### src/rtl/ghost_speed_scheduler.sv
// rtl/ghost_speed_scheduler.sv - ghost difficulty level and speed_offset scheduler
// Optional feature macro: SPEED_RAMP_EN (per-frame ramp of speed_offset toward target).
module ghost_speed_scheduler #(
  parameter int LEVEL_POINTS = 16,
  parameter int MAX_LEVEL    = 15,
  parameter int MAX_OFFSET   = 2750000,
  parameter int RAMP_STEP    = 4096
) (
  input  logic        clk,
  input  logic        reset,
  input  logic        game_en,
  input  logic        frame_tick,
  input  logic        new_score,
  input  logic [13:0] score,
  output logic [25:0] speed_offset,
  output logic [3:0]  level,
  output logic        level_up,
  output logic        busy
);

  localparam logic [13:0] LP   = 14'(LEVEL_POINTS);
  localparam logic [3:0]  MAXL = 4'(MAX_LEVEL);
  localparam logic [25:0] MAXO = 26'(MAX_OFFSET);

  typedef enum logic [1:0] {IDLE, COMPUTE, COMMIT} state_t;

  state_t      state, state_next;
  logic [13:0] rem;
  logic [13:0] pending_score;
  logic [3:0]  cnt;
  logic        pending;
  logic [25:0] target;
  logic        load;
  logic [13:0] load_score;
  logic [25:0] scaled;
  logic [25:0] load_target;
  logic        can_sub;

  // Select which score enters the computation and derive its capped target
  always_comb begin
    load        = (state == IDLE && new_score) || (state == COMMIT && (pending || new_score));
    load_score  = (state == COMMIT && !new_score) ? pending_score : score;
    scaled      = {2'b00, load_score[13:2], 12'b0};
    load_target = (scaled > MAXO) ? MAXO : scaled;
    can_sub     = (rem >= LP) && (cnt < MAXL);
  end

  // State register
  always_ff @(posedge clk) begin
    if (reset) state <= IDLE;
    else       state <= state_next;
  end

  // Next-state logic
  always_comb begin
    state_next = state;
    case (state)
      IDLE:    if (new_score) state_next = COMPUTE;
      COMPUTE: if (!can_sub)  state_next = COMMIT;
      COMMIT:  state_next = load ? COMPUTE : IDLE;
      default: state_next = IDLE;
    endcase
  end

  // Output decode: busy covers the subtraction phase only
  always_comb begin
    busy = (state == COMPUTE);
  end

  // Iterative level computation, pending score capture and commit
  always_ff @(posedge clk) begin
    if (reset) begin
      rem           <= '0;
      cnt           <= '0;
      target        <= '0;
      pending       <= 1'b0;
      pending_score <= '0;
      level         <= '0;
      level_up      <= 1'b0;
    end else begin
      level_up <= 1'b0;
      if (load) begin
        rem    <= load_score;
        cnt    <= '0;
        target <= load_target;
      end else if (state == COMPUTE && can_sub) begin
        rem <= rem - LP;
        cnt <= cnt + 4'd1;
      end
      if (state == COMMIT) begin
        level    <= cnt;
        level_up <= (cnt > level);
      end
      // A score arriving mid-computation waits; the newest one wins
      if (new_score && state == COMPUTE) begin
        pending       <= 1'b1;
        pending_score <= score;
      end else if (load) begin
        pending <= 1'b0;
      end
    end
  end

`ifdef SPEED_RAMP_EN
  localparam logic [25:0] STEP = 26'(RAMP_STEP);

  // Ramp toward the target once per frame; drops snap immediately
  always_ff @(posedge clk) begin
    if (reset) begin
      speed_offset <= '0;
    end else if (frame_tick && game_en) begin
      if (speed_offset < target && (target - speed_offset) > STEP)
        speed_offset <= speed_offset + STEP;
      else
        speed_offset <= target;
    end
  end
`else
  logic ramp_inputs_unused;
  assign ramp_inputs_unused = frame_tick & game_en & (RAMP_STEP != 0);

  // Legacy instant speed: follow the target one clock after it is latched
  always_ff @(posedge clk) begin
    if (reset) speed_offset <= '0;
    else       speed_offset <= target;
  end
`endif

endmodule

### config.mk
export PLATFORM = sky130hd
export DESIGN_NAME = ghost_speed_scheduler
export DESIGN_NICKNAME = d
export VERILOG_FILES = /design/src/rtl/ghost_speed_scheduler.sv
export SDC_FILE = /design/constraint.sdc
export NUM_CORES = 1
export LEC_CHECK = 0
export ABC_AREA = 0
export CORE_ASPECT_RATIO = 1.4
export CORE_MARGIN = 2
export CORE_UTILIZATION = 56
export CTS_CLUSTER_DIAMETER = 120
export DETAILED_ROUTE_END_ITERATION = 7
export GPL_ROUTABILITY_DRIVEN = 0
export GPL_TIMING_DRIVEN = 0
export HOLD_SLACK_MARGIN = 0.03
export PLACE_DENSITY_LB_ADDON = 0.2
export SLEW_MARGIN = 10
export SYNTH_ARGS = -nofsm -noshare
export SYNTH_HDL_FRONTEND = slang
export SYNTH_SLANG_ARGS = --single-unit
export TNS_END_PERCENT = 20
### constraint.sdc
create_clock -name clk -period 5.4 [get_ports clk]
set_input_delay 1.62 -clock clk [delete_from_list [all_inputs] [get_ports clk]]
set_output_delay 1.62 -clock clk [all_outputs]
set_load 0.02 [all_outputs]
## Word-level counts from Yosys, hierarchy flattened

Cells that the tools add are included.

- Register bits after elaboration: 92
- Bits in latches: 0
- Memory bits (writable): 0
- Memory bits (read-only): 0
- Word-level logic and storage cells: 45
- Memories kept: 0

- Add/sub/neg operators: 2
- $mul: 0
- Divide/modulo/power cells: 0
- Order comparisons: 4
- Equality and inequality tests: 4
- Shift operators: 0
- Mux-type cells: 10
- Bitwise logic cells: 1
- Reductions and logical operators: 15

Operator list:

| operator | number |
|---|---|
| $mux 14 | 3 |
| $gt 24x22->1 const B | 1 |
| $mux 24 | 1 |
| $ge 14x5->1 const B | 1 |
| $sub 14x5->14 const B | 1 |
| $logic_and 1x1->1 | 6 |
| $pmux 2 s3 | 1 |
| $add 4x1->4 const B | 1 |
| $gt 4x4->1 | 1 |
| $lt 4x4->1 const B | 1 |
| $mux 2 | 2 |
| $ne 2x2->1 const B | 2 |
| $reduce_bool 2->1 | 2 |
| $reduce_or 2->1 | 2 |
| $mux 1 | 3 |
| $eq 2x1->1 const B | 1 |
| $eq 2x2->1 const B | 1 |
| $logic_not 2->1 | 1 |
| $logic_or 1x1->1 | 2 |
| $reduce_and 2->1 | 1 |
| $logic_not 1->1 | 1 |
| $not 1->1 | 1 |

## Depth between registers and ports, before layout

Gate-level depths: netlist of the first run.

- Depth in word-level cells: 5
- Mapped depth: 8
- Depth with buffers taken out: 7

## Worst setup path after synthesis of the first run

Ideal clock, no wire load.

- Kind: input to register
- Start: input new_score
- End: register target[12]
- Arrival: 2868 ps
- Required time: 5254 ps
- Path slack: 2385 ps
- Stages on the path: 6
- Path buffers: 1
- Cells stage by stage: nor3b_4 > mux2i_1 > o22a_1 > nor2b_1 > buf_2 > a311oi_2

- Word-level cells in the longest chain between the ends: 5
- Elaborated cells between the ends (all ways): 9
- Those cells by class: order compare (1); mux (2); reduce/logical (6)

Ends and longest elaborated chain:

| element | line | text |
|---|---|---|
| start: declaration | 13 | `input logic new_score,` |
| $logic_not 1->1 | 42 | `load_score = (state == COMMIT && !new_score) ? pending_score : score;` |
| $logic_and 1x1->1 | 42 |  |
| $mux 14 | 42 |  |
| $gt 24x22->1 | 44 | `load_target = (scaled > MAXO) ? MAXO : scaled;` |
| $mux 24 | 44 |  |
| end signal: assignment | 85 | `target <= load_target;` |
| end: declaration | 32 | `logic [25:0] target;` |

Parallel ways exist; a longest one is shown, timed or not.
A chain may end at the register's enable or synchronous reset.

## Final worst setup path of the first run

- Start: input new_score
- End: register target[13]

Same word-level chain as after synthesis.

==> flow_metrics.tcl, run 1 <==
set metrics [dict create \
    power.leakage_nw 1.37 \
    start_kind "input port" \
    port_buffers 38 \
    die_area_sq_mm 0.00584 \
    via_per_inst 5.58 \
    drt-total-wl_mm 6.66 \
    synth-edff-count 0 \
    antenna_cells 0 \
    critPathRequiredTime_ns 5.60 \
    async_flop_share_pct 0 \
    comb_power_share_pct 16.3 \
    synthTopCellsByArea "dfxtp_1 (45%), nand2_1 (5.1%), nor2b_1 (4.3%)" \
    power_frac_seq_pct 42.6 \
    worst_pin_slew_ns 0.623 \
    synth-main-ff-cell "dfxtp_1" \
    fin_worst_skew_ns 0.00667 \
    hp-class "reg -> reg" \
    setup_tns_ns 0 \
    period_minus_slack_ns 3.59 \
    cpPeakStageDelay_ns 0.50 \
    cts_sinks 66 \
    design.portCount 51 \
    drcViolationCount 0 \
    grt_pass1_wl_mm 10.7 \
    min_period_over_period_pct 66.5 \
    internal_power_mw 0.939 \
    place_hpwl_mm 4.74 \
    drv_cap 0 \
    status "finished clean" \
    critPathSlowestCell "clkdlybuf4s50_1" \
    yosys_register_bits 66 \
    wl_per_cell_um 14.5 \
    start_util_pct 57.3 \
    htree_levels 3 \
    drtAntennaViolNets 0 \
    cp_top_family "buffers and inverters" \
    clkTransAtPathRegs_ns 0.07 \
    areaGrowthSynthToFinish_pct 25.6 \
    cts.path.max_buffers 2 \
    netlist_area_sq_mm 0.00293 \
    root_buffer "clkbuf_8" \
    seqCellArea_sq_mm 0.00132 \
    finalSetupViolations 0 \
    antenna_found_initial 0 \
    placed_cell_area_sq_mm 0.00343 \
    p_clk_share_pct 41.2 \
    worst_setup_path_end_kind "flop" \
    netlist_instances 330 \
    synth-seq-area-share_pct 45.1 \
    rsz0062_at_grt "no" \
    p_sw_mw 0.330 \
    setup_ws_ns 1.81 \
    postCtsSetupBuffers 0 \
    yosys_warnings 0 \
    hold_viol 0 \
    synth_cell_types 45 \
    crit_chain "clkdlybuf4s50_1, nor3b_4, mux2i_1, o22a_1, nor2b_1, buf_2, a311oi_2" \
    critical_path.max_fanout 9 \
    cts-resized-gates 0 \
    rows 31 \
    synth_top_area_share_pct 45.1 \
    drtPass1Iterations 4 \
    drive_gt1_share_pct 10.4 \
    die_w_um 65.2 \
    fin_total_pwr_mw 1.27 \
    coreArea_sq_mm 0.00512 \
    synth_area_leader_cell "dfxtp_1" \
    num-fill-cells 429 \
    place_inst 443 \
    grt.total_usage_pct 24.1 \
    grt_start_max_net_pins 12 \
    final_cell_count_no_fill 459 \
    overflow 0 \
    p_per_area_mw_per_mm2 344 \
    nets 414 \
    finish.utilization_pct 71.9 \
    peakVddDrop_uv 285 \
    clk-insertion-delay-late_ns 0.35 \
    relSlewSlack_pct 58.1 \
    multi_input_area_sq_mm 0.00142 \
    crit_type "in -> reg" \
    whs_ns 0.457 \
    cts_made_buffers 9 \
    vias 2563 \
    die_y_um 89.6 \
    post-place-ws_ns 1.52 \
    crit_buf_inv 2 \
    drt_iter0_drc 107 \
    cts_tree "built" \
    holdBufCountCts 0 \
    syn_avg_cell_area_sq_um 8.89 \
    clock.fmax_mhz 278 \
    swShare_pct 26.0 \
    worstPathArrival_ns 3.79 \
    final_area_sq_mm 0.00368 \
    grt_pass1_vias 2389 \
    maxSlewViolCount 0 \
]
-- cell usage after synthesis (2+ instances only) --
library cell,n
dfxtp_1,66
nand2_1,40
nor2_1,27
a21oi_1,22
nor2b_1,20
clkbuf_1,18
buf_4,14
mux2i_1,11
a211oi_1,10
inv_1,9
nor3_1,9
a31oi_1,7
ha_1,7
a311oi_1,6
nor4_1,6
nand2b_1,4
nor3b_1,4
o21ai_0,4
xnor2_1,4
a22oi_1,3
and4_1,3
nand3_1,3
a211o_1,2
a311oi_2,2
a32o_1,2
and2_1,2
buf_2,2
mux2_2,2
nand3b_1,2
nand4_1,2
o311ai_0,2
or2_2,2
-- cell type report --
cell class / instances / area share [%]
Clock inverter: 4 / 2.65
Inverter: 9 / 0.917
Timing Repair Buffer: 38 / 10.3
Sequential cell: 66 / 35.9
Multi-Input combinational cell: 229 / 38.5
Tap cell: 66 / 2.24
Clock buffer: 12 / 4.21
Buffer: 35 / 5.27
-- power groups by stage --
| stage | registers (mW) | clock network, mW | logic (mW) |
|---|---|---|---|
| after floorplan | 0.550 | 0 | 0.138 |
| after global placement | 0.549 | 0 | 0.200 |
| after detailed placement | 0.550 | 0 | 0.203 |
| after CTS | 0.539 | 0.523 | 0.205 |
| after global routing | 0.543 | 0.542 | 0.226 |
| final | 0.540 | 0.522 | 0.206 |
-- tightest hold or removal path: stages (launching register included) --
cell and delay, ns:
dfxtp_1 0.31, nand2_1 0.05, a21oi_1 0.05
-- cell families (layout without fill, tap and decap cells) --
family,count (synthesis),count (layout),share of synthesized area [%]
multiplexers,13,13,4.52
XOR/XNOR,4,4,1.19
flip-flops,66,66,45.1
other,1,10,0.128
AND/OR/NAND/NOR,129,129,22.5
adder cells (fa/ha/maj),7,7,2.99
AO/OA/AOI/OAI,66,66,15.8
buffers and inverters,44,98,7.76
-- layer usage --
layer	track usage (%)	vias up	share of wire, %
li1	-	1253	-
met1	27.4	1223	41
met2	42.3	71	52
met3	4.99	16	4.8
met4	13.3	0	2.3
met5	0	-	0
-- sequential cells by signal, indices dropped and copies added, names as in the netlist --
register       cells
cnt                4
level              4
level_up           1
pending            1
pending_score     14
rem               14
speed_offset      13
state              2
target            13
-- worst paths after layout --
path                                    endpoint        startpoint  slack [ns]  depth (start not counted)
worst max-delay path                  target[13]         new_score        1.81                          7
worst min register to register  pending_score[6]  pending_score[6]        0.46                          2
worst max register to register            rem[4]            rem[4]        3.07                          8
worst min-delay path            pending_score[6]  pending_score[6]        0.46                          2
-- placed cells by master (no fill, tap or decap), types with 2 or more instances in the layout --
cell type        count
a211o_1              2
a211oi_1            10
a21oi_1             22
a22oi_1              3
a311oi_1             6
a311oi_2             2
a31oi_1              7
a32o_1               2
and2_1               2
and4_1               3
buf_2                2
buf_4               14
bufinv_16            3
clkbuf_1            19
clkbuf_8            11
clkdlybuf4s50_1     38
conb_1              10
dfxtp_1             66
ha_1                 7
inv_1                9
mux2_2               2
mux2i_1             11
nand2_1             40
nand2b_1             4
nand3_1              3
nand3b_1             2
nand4_1              2
nor2_1              27
nor2b_1             20
nor3_1               9
nor3b_1              4
nor4_1               6
o21ai_0              4
o311ai_0             2
or2_2                2
xnor2_1              4
(Power assumes the default switching activity.)
==> run 2, diff against run 1 <==
- CORE_UTILIZATION: 56 -> 47
- clock period: 5.4 -> 3.2 ns (I/O delays scaled with it)
==> flow_metrics.tcl, run 2 (same netlist as run 1, synthesis figures left out) <==
set metrics [dict create \
    drtPass1Iterations 4 \
    drtAntennaViolNets 0 \
    rsz0062_at_grt "no" \
    grt.total_usage_pct 20.2 \
    finalSetupViolations 0 \
    hp-class "reg -> reg" \
    grt_pass1_vias 2257 \
    critical_path.max_fanout 9 \
    cts_tree "built" \
    finish.utilization_pct 59.4 \
    status "finished clean" \
    port_buffers 38 \
    power.leakage_nw 1.36 \
    largestRegisters "pending_score x14, rem x14" \
    worstPathArrival_ns 3.20 \
    root_buffer "clkbuf_8" \
    final_cell_mix "dfxtp_1 (66), nand2_1 (40), clkdlybuf4s50_1 (38), nor2_1 (27), a21oi_1 (22)" \
    final_area_sq_mm 0.00364 \
    overflow 0 \
    critPathRequiredTime_ns 3.40 \
    crit_type "in -> reg" \
    drt-total-wl_mm 6.72 \
    drt_iter0_drc 143 \
    antenna_found_initial 0 \
    final_common_cell "dfxtp_1" \
    postCtsSetupBuffers 0 \
    clock.fmax_mhz 334 \
    worst_setup_path_end_kind "flop" \
    nets 414 \
    setup_tns_ns 0 \
    fin_worst_skew_ns 0.0111 \
    die_area_sq_mm 0.00690 \
    fin_total_pwr_mw 1.98 \
    clkTransAtPathRegs_ns 0.07 \
    design.portCount 51 \
    start_util_pct 47.9 \
    die_w_um 70.8 \
    relSlewSlack_pct 56.9 \
    areaGrowthSynthToFinish_pct 24.1 \
    drive_gt1_share_pct 10.7 \
    placed_cell_area_sq_mm 0.00344 \
    die_y_um 97.5 \
    drv_cap 0 \
    holdBufCountCts 0 \
    period_minus_slack_ns 3.00 \
    maxSlewViolCount 0 \
    worst_pin_slew_ns 0.641 \
    vias 2467 \
    drcViolationCount 0 \
    cts.path.max_buffers 2 \
    grt_start_max_net_pins 13 \
    peakVddDrop_uv 380 \
    p_per_area_mw_per_mm2 542 \
    setup_ws_ns 0.202 \
    htree_levels 3 \
    post-place-ws_ns -0.0840 \
    via_per_inst 5.31 \
    cts-resized-gates 0 \
    coreArea_sq_mm 0.00613 \
    hold_viol 0 \
    start_kind "input port" \
    rows 34 \
    clk-insertion-delay-late_ns 0.35 \
    min_period_over_period_pct 93.7 \
    cts_made_buffers 9 \
    wl_per_cell_um 14.5 \
    grt_pass1_wl_mm 10.9 \
    antenna_cells 0 \
    cts_sinks 66 \
    place_hpwl_mm 4.88 \
]
[run 2: cell types whose count changed in the layout (fill, tap and decap cells not counted)]
| cell | previous run | this run |
|---|---|---|
| clkinvlp_4 | 1 | 0 |
| clkinv_2 | 0 | 2 |
| clkinv_4 | 0 | 3 |
| clkbuf_1 | 19 | 18 |
| bufinv_16 | 3 | 1 |
| clkbuf_8 | 11 | 10 |
[run 2: final cells by class]
type | count | area, sq um
buffer | 35 | 194
clock buffer | 10 | 138
clock inverter | 6 | 66.3
fill | 591 | 2480
inverter | 9 | 33.8
multi-input combinational | 229 | 1420
sequential | 66 | 1320
tap | 72 | 90.1
timing repair buffer | 38 | 380
[run 2: worst max-delay path: stages]
cell and delay [ns]:
clkdlybuf4s50_1 0.51, nor3b_4 0.45, mux2i_1 0.49, o22a_1 0.29, nor2b_1 0.13, buf_2 0.23, a311oi_2 0.13
[run 2: stage by stage]
stage,hold slack (ns),cells
after floorplan,0.429,339
after detailed placement,0.446,449
after global placement,0.441,449
final,0.458,465
after global routing,0.474,465
after CTS,0.459,465
[run 2: metal layers]
layer / GRT usage, % / vias to the layer above / part of all wire (%)
li1: - / 1245 / -
met1: 24.2 / 1144 / 42
met2: 33.9 / 68 / 51
met3: 3.84 / 10 / 4.3
met4: 10.3 / 0 / 2.5
met5: 0 / - / 0
[run 2: worst paths after layout]
| check | slack (ns) | cells past startpoint | to | start |
|---|---|---|---|---|
| worst max-delay path | 0.20 | 7 | target[13] | new_score |
| worst min-delay path | 0.46 | 2 | pending_score[11] | pending_score[11] |
| worst max register to register | 0.82 | 8 | rem[4] | rem[5] |
| worst min register to register | 0.46 | 2 | pending_score[11] | pending_score[11] |
[run 2: where the power goes]
part | switching [mW] | leakage [nW] | internal, mW
combinational | 0.200 | 0.710 | 0.149
clock | 0.334 | 0.106 | 0.382
sequential | 0.0352 | 0.540 | 0.874
==> run 3, diff against run 2 <==
- SKIP_CTS_REPAIR_TIMING: unset -> 1
==> results of run 3 <==
Same layout as run 2: the final DEF is identical, and so are final timing and power.
